===== config.mk =====
export PLATFORM = sky130hd
export DESIGN_NAME = multi_timer
export DESIGN_NICKNAME = d
export VERILOG_FILES = /design/src/rtl/multi_timer.sv
export SDC_FILE = /design/constraint.sdc
export NUM_CORES = 1
export LEC_CHECK = 0
export BUFFER_PORTS_ARGS = -buffer_cell sky130_fd_sc_hd__buf_2
export CORE_MARGIN = 2
export CORE_UTILIZATION = 40
export CTS_CLUSTER_DIAMETER = 80
export CTS_CLUSTER_SIZE = 16
export DETAILED_ROUTE_END_ITERATION = 8
export PLACE_DENSITY_LB_ADDON = 0.1
export REMOVE_ABC_BUFFERS = 1
export SYNTH_ARGS = -nofsm -noshare
export SYNTH_HDL_FRONTEND = slang
export SYNTH_SLANG_ARGS = --single-unit

===== constraint.sdc =====
create_clock -name clk -period 2.27 [get_ports clk]
set_input_delay 0.454 -clock clk [delete_from_list [all_inputs] [get_ports clk]]
set_output_delay 0.454 -clock clk [all_outputs]
set_load 0.05 [all_outputs]

===== src/rtl/multi_timer.sv =====
// multi_timer: parametrised multi-channel down-counting timer.
//
// Each channel counts a run-time length L in one-shot or periodic mode. It
// can be restarted or cancelled at any edge. It reports busy status and a
// registered one-cycle done pulse at expiry.
//
// Optional feature macro: MULTI_TIMER_PRESCALE_EN. When it is defined, a
// shared prescaler slows every channel's count edges to one per
// (prescale+1) clock cycles.
//
// Ports:
//   clk       in   sole clock, rising edge
//   rst       in   synchronous active-high reset
//   start     in   [NUM_CH]        per-channel start/restart request
//   stop      in   [NUM_CH]        per-channel cancel (wins over start)
//   periodic  in   [NUM_CH]        1 = reload at expiry, 0 = one-shot
//   load_val  in   [NUM_CH*WIDTH]  count length L, channel i at [i*WIDTH +: WIDTH]
//   prescale  in   [PRESCALE_WIDTH] tick divider P (MULTI_TIMER_PRESCALE_EN only)
//   busy      out  [NUM_CH]        channel is running
//   done      out  [NUM_CH]        one-cycle expiry pulse
module multi_timer #(
  parameter int unsigned NUM_CH         = 2,
  parameter int unsigned WIDTH          = 16,
  parameter int unsigned PRESCALE_WIDTH = 8
) (
  input  logic                      clk,
  input  logic                      rst,
  input  logic [NUM_CH-1:0]         start,
  input  logic [NUM_CH-1:0]         stop,
  input  logic [NUM_CH-1:0]         periodic,
  input  logic [NUM_CH*WIDTH-1:0]   load_val,
`ifdef MULTI_TIMER_PRESCALE_EN
  input  logic [PRESCALE_WIDTH-1:0] prescale,
`endif
  output logic [NUM_CH-1:0]         busy,
  output logic [NUM_CH-1:0]         done
);

  typedef enum logic {IDLE, RUN} state_e;

  state_e           state_q [NUM_CH];
  logic [WIDTH-1:0] cnt_q   [NUM_CH];
  logic [WIDTH-1:0] ld      [NUM_CH];
  logic [NUM_CH-1:0] busy_q, done_q;
  logic [NUM_CH-1:0] cnt_en;

  always_comb begin
    for (int unsigned i = 0; i < NUM_CH; i++) begin
      ld[i] = load_val[i*WIDTH +: WIDTH];
    end
  end

`ifdef MULTI_TIMER_PRESCALE_EN
  logic [PRESCALE_WIDTH-1:0] pre_q;
  logic [NUM_CH-1:0]         align_q;
  logic                      tick;

  // The prescaler counts down from P and reloads on reaching zero. A new
  // prescale value therefore only lands at the next wrap.
  assign tick = (pre_q == '0);

  always_ff @(posedge clk) begin
    if (rst) begin
      pre_q <= '0;
    end else if (tick) begin
      pre_q <= prescale;
    end else begin
      pre_q <= pre_q - PRESCALE_WIDTH'(1);
    end
  end

  // A channel latched between ticks spends its first tick only aligning to
  // the prescaler grid. Each counted unit then spans a full P+1 cycles, so
  // expiry falls L*(P+1) .. L*(P+1)+P cycles after the latch.
  always_ff @(posedge clk) begin
    if (rst) begin
      align_q <= '0;
    end else begin
      for (int unsigned i = 0; i < NUM_CH; i++) begin
        if (stop[i]) begin
          align_q[i] <= 1'b0;
        end else if (start[i] && ld[i] != '0) begin
          align_q[i] <= ~tick;
        end else if (tick) begin
          align_q[i] <= 1'b0;
        end
      end
    end
  end

  assign cnt_en = {NUM_CH{tick}} & ~align_q;
`else
  // PRESCALE_WIDTH has no effect in this build.
  logic [PRESCALE_WIDTH-1:0] unused_prescale;
  assign unused_prescale = '0;
  assign cnt_en          = '1;
`endif

  // Per-channel FSM. Within one edge the terminal handling comes first and a
  // restart follows it. A restart that lands on the terminal edge therefore
  // keeps the done pulse and overrides the reload or IDLE decision.
  always_ff @(posedge clk) begin
    if (rst) begin
      for (int unsigned i = 0; i < NUM_CH; i++) begin
        state_q[i] <= IDLE;
        cnt_q[i]   <= '0;
      end
      busy_q <= '0;
      done_q <= '0;
    end else begin
      for (int unsigned i = 0; i < NUM_CH; i++) begin
        done_q[i] <= 1'b0;
        if (stop[i]) begin
          state_q[i] <= IDLE;
          busy_q[i]  <= 1'b0;
        end else begin
          if (state_q[i] == RUN && cnt_en[i]) begin
            if (cnt_q[i] == WIDTH'(1)) begin
              done_q[i] <= 1'b1;
              if (periodic[i] && ld[i] != '0) begin
                cnt_q[i] <= ld[i];
              end else begin
                state_q[i] <= IDLE;
                busy_q[i]  <= 1'b0;
              end
            end else begin
              cnt_q[i] <= cnt_q[i] - WIDTH'(1);
            end
          end
          if (start[i] && ld[i] != '0) begin
            state_q[i] <= RUN;
            busy_q[i]  <= 1'b1;
            cnt_q[i]   <= ld[i];
          end
        end
      end
    end
  end

  assign busy = busy_q;
  assign done = done_q;

endmodule


# Word level (Yosys, flattened, before mapping)

Memories as Yosys holds them, arrays and structs flattened.
Index checks and enable logic that the tools add are counted.
Widths: inputs -> output; s select.

Word-level logic and storage cells: 114
Output and inout port bits: 4
Register bits: 4
Memories kept: 2
Memory bits (writable): 34
Input bits: 40

Memories:

| memory  | words | bits a word | rd ports | clocked after memory_dff | wr ports | RTL line | RTL |
|---|---|---|---|---|---|---|---|
| cnt_q   | 2     | 16          | 2        | 0                        | 2        | 42       | `logic [WIDTH-1:0] cnt_q [NUM_CH];` |
| state_q | 2     | 1           | 2        | 0                        | 2        | 41       | `state_e state_q [NUM_CH];` |

Add/subtract/negate cells: 2
Bitwise operators: 14
Reduce and logical (&&, ||, !) cells: 16
Muxes and demuxes: 72
Eq/ne operators: 4

Operator list:

| kind                  | number |
|---|---|
| $mux 16               | 6 |
| $mux 1                | 66 |
| $eq 16x1->1 const B   | 2 |
| $reduce_bool 16->1    | 2 |
| $sub 16x1->16 const B | 2 |
| $or 1x1->1            | 12 |
| $reduce_bool 2->1     | 4 |
| $reduce_and 3->1      | 2 |
| $reduce_or 3->1       | 2 |
| $logic_and 1x1->1     | 4 |
| $ne 2x1->1 const B    | 2 |
| $reduce_or 2->1       | 2 |
| $not 1->1             | 2 |

# Logic depth before layout (Yosys ltp)

Word-level depth: 11
Mapped depth: 8
Mapped depth without buffers: 7

# Worst setup path after synthesis

No wires, ideal clock.

Path kind: reg2reg
Start point: mem cnt_q[1][8]
End point: mem cnt_q[1][0] (enable)
Path slack: -0.226 ns
Data required time: 1.937 ns
Data arrival time: 2.163 ns
Clock period less this slack: 2.496 ns
Setup time: 0.333 ns
Cell stages (with the launch flop): 7
Buffers on the path: 1
Path through: edfxtp_1 or4_1 clkbuf_1 nor4_1 and2_1 a21oi_1 or3_1

RTL lines:

| element     | RTL line |
|---|---|
| from (decl) | 42 |

==> qor.txt <==
Core Footprint: 6280 µm²
clk root buf: clkbuf_8
vias in the first global route: 2,374
fin crit period: 2.24 ns
cell with the most instances after synthesis: nand2_1
Worst-Skew Late Latency: 0.29 ns
capture point of the worst path: cnt_q[0][5]$_SDFFCE_PP0P_
Fmax achieved: 446 MHz
pin count of the biggest net entering global routing: 19
combinational family with the most area after synthesis: simple AND/OR/NAND/NOR gates
met3 Resource Use GR: 3.83%
maximum vdd drop: 0.353 mV
Mapped Area: 2570 µm²
Crit Path Max Fanout: 8
cell taking the most area after synthesis: edfxtp_1
Rel. slew slack: 41.9%
mean routed wirelength per cell: 14.9 µm
Seq/Total Area, Yosys: 42.8%
number of port buffers: 43
endpoint type of the worst setup path: flop
Post-DRT Antenna Nets: 0
GRT Overall Usage: 19.6%
R2R setup slack: 0.03 ns
Worst Reg2Reg Path Length in Cells: 6
chip width: 84.2 µm
Fin Setup TNS: 0 ns
Antenna diodes: 0
crit share post-route: 98.8%
clock sinks: 38
Worst Path Arrival: 2.37 ns
clk buf depth: 2
Commonest cells post-synth: 51 x nand2_1, 34 x edfxtp_1, 27 x nor2_1, 18 x nor4_1, 16 x o211ai_1
Setup Crit Path Kind: reg2reg
Leak: 0.00133 µW
Initial DRC Count: 106
TritonCTS clock tree: built
residual DRC count: 0
Most Crowded Layer GR: met2
unrepaired setup endpoints after global routing: yes
post-synthesis compound-gate area fraction: 18.0%
vias per cell: 5.44
final number of max-transition violations: 0
initial antenna violation count: 0
reg2reg end: cnt_q[0][5]$_SDFFCE_PP0P_
most common flop cell mapped by yosys: edfxtp_1
Worst Path Required: 2.40 ns
CTS buffer count: 5
Core Rows: 29
Finished Core Util: 54.2%
final setup fails: 0
#FFs+latches synth: 38
yosys warns: 0
NumNets Final: 409
top area cells in the synthesized netlist: edfxtp_1 40%, nand2_1 7.4%, a211oi_2 4.9%
met1 GRT Util: 28.9%
DP HPWL: 5070 µm
hold crit path type: in2reg
Setup crit start kind: flop
worst r2r src: cnt_q[1][2]$_DFFE_PP_
Pre-antenna DRT Iters: 4
EDFF count, synth: 34
max cap viols: 0
setup ws final: 0.0278 ns
asr flop ratio synth: 0%
XOR/XNOR Fraction of Synth Area: 6.80%
deepest level of the CTS H-tree: 2
CP Launch Point: cnt_q[1][2]$_DFFE_PP_
final hold viol count: 0
Initial Utilization: 41.0%
Reg clk slew, reported paths: 0.07 ns
pre-CTS setup slack: -0.0819 ns
status: finished clean
Vias: 2,408
Die ar.: 7100 µm²
first-pass GRT wire length: 11,200 µm
Post-Synth Adder-Cell Area: 1.94%
share of cells above drive strength 1: 34.7%
Area Growth Syn to Fin: 32.0%
RePlAce Congestion: 0.829
I/O Pins: 44
count of different cell masters after synthesis: 42
Synth top area share: 39.7%
met2 Use GR: 29.6%
clock skew: 0.0126 ns
multiplexer area fraction after synthesis: 0%
Syn Area/Cell: 9.26 µm²
cells after synthesis: 278
simple-gate area share of the yosys netlist: 27.4%
Worst-Margin Slew: 0.863 ns
Pwr Density: 517 nW/µm²
final wirelength: 6580 µm
Die Ht: 84.2 µm
global route overflow: 0
## layer usage
layer / vias up / part of all wire [%]
li1: 1214 / -
met1: 1138 / 52
met2: 49 / 43
met3: 7 / 4.2
met4: 0 / 1.0
met5: - / 0
## repair_timing
item	in CTS	in global routing
resized for setup	7	16
endpoints found under the setup margin	30	38
setup buffers	1	0
pin swaps	1	1
hold buffers	0	0
## worst max-delay path, cell delays in order, from the launching register on
cell and delay [ns]:
edfxtp_1 0.38, or4_4 0.55, or4_4 0.52, nor4_4 0.20, nor3_4 0.08, buf_6 0.19
a211oi_2 0.15
## state kept, by name (all words and copies together) (netlist names)
signal / count
busy: 2
cnt_q: 32
done: 2
state_q: 2
## logic make-up after synthesis
family,count (synthesis)
buffers and inverters,19
AND/OR/NAND/NOR,140
XOR/XNOR,20
adder cells (fa/ha/maj),4
flip-flops,38
AO/OA/AOI/OAI,57
## how the worst min path moves through the flow
stage | startpoint | endpoint | slack [ns] | depth (start not counted)
after global routing | stop[0] | busy[0]$_SDFFE_PP0P_ | 0.36 | 2
after CTS | stop[0] | busy[0]$_SDFFE_PP0P_ | 0.36 | 2
after detailed placement | busy[1]$_SDFFE_PP0P_ | busy[1]$_SDFFE_PP0P_ | 0.46 | 1
after global placement | busy[1]$_SDFFE_PP0P_ | busy[1]$_SDFFE_PP0P_ | 0.45 | 1
final | stop[0] | busy[0]$_SDFFE_PP0P_ | 0.37 | 2
after floorplan | state_q[0]$_DFFE_PP_ | done[0]$_SDFF_PP0_ | 0.52 | 2
## cell type report
cell class / count / area (µm²)
Fill cell: 585 / 2880
Multi-Input combinational cell: 221 / 1510
Sequential cell: 38 / 1100
Timing Repair Buffer: 90 / 583
Tap cell: 77 / 96.3
Clock buffer: 8 / 80.1
Inverter: 9 / 33.8
## layout by cell type (no fill, tap or decap), drive strengths merged, types with 4 or more instances in the layout
cell | synthesis | layout
nor3 | 14 | 14
a21oi | 4 | 4
inv | 9 | 9
xor2 | 6 | 6
o211ai | 16 | 16
nand3b | 5 | 5
dfxtp | 4 | 4
or3 | 4 | 4
nand2 | 51 | 51
clkbuf | 7 | 8
nand2b | 4 | 4
edfxtp | 34 | 34
ha | 4 | 4
nor4 | 19 | 19
xnor2 | 14 | 14
nor2 | 27 | 27
a211oi | 17 | 17
o21ai | 6 | 6
buf | 3 | 90
## report_power, final
group	internal (µW)	switching [µW]
clock network	218	230
registers	829	51.4
logic	203	226
## through the flow
| step | instance area (µm²) | hold WS [ns] | std cells | power [µW] |
|---|---|---|---|---|
| finish | 3400 | 0.367 | 443 | 1760 |
| global route | 3400 | 0.364 | 443 | 1860 |
| CTS | 3320 | 0.364 | 443 | 1750 |
| detailed placement | 3200 | 0.457 | 434 | 1290 |
| global placement | 3200 | 0.454 | 434 | 1290 |
| floorplan | 2530 | 0.522 | 268 | 1110 |
Power figures use the tool's default switching activity.
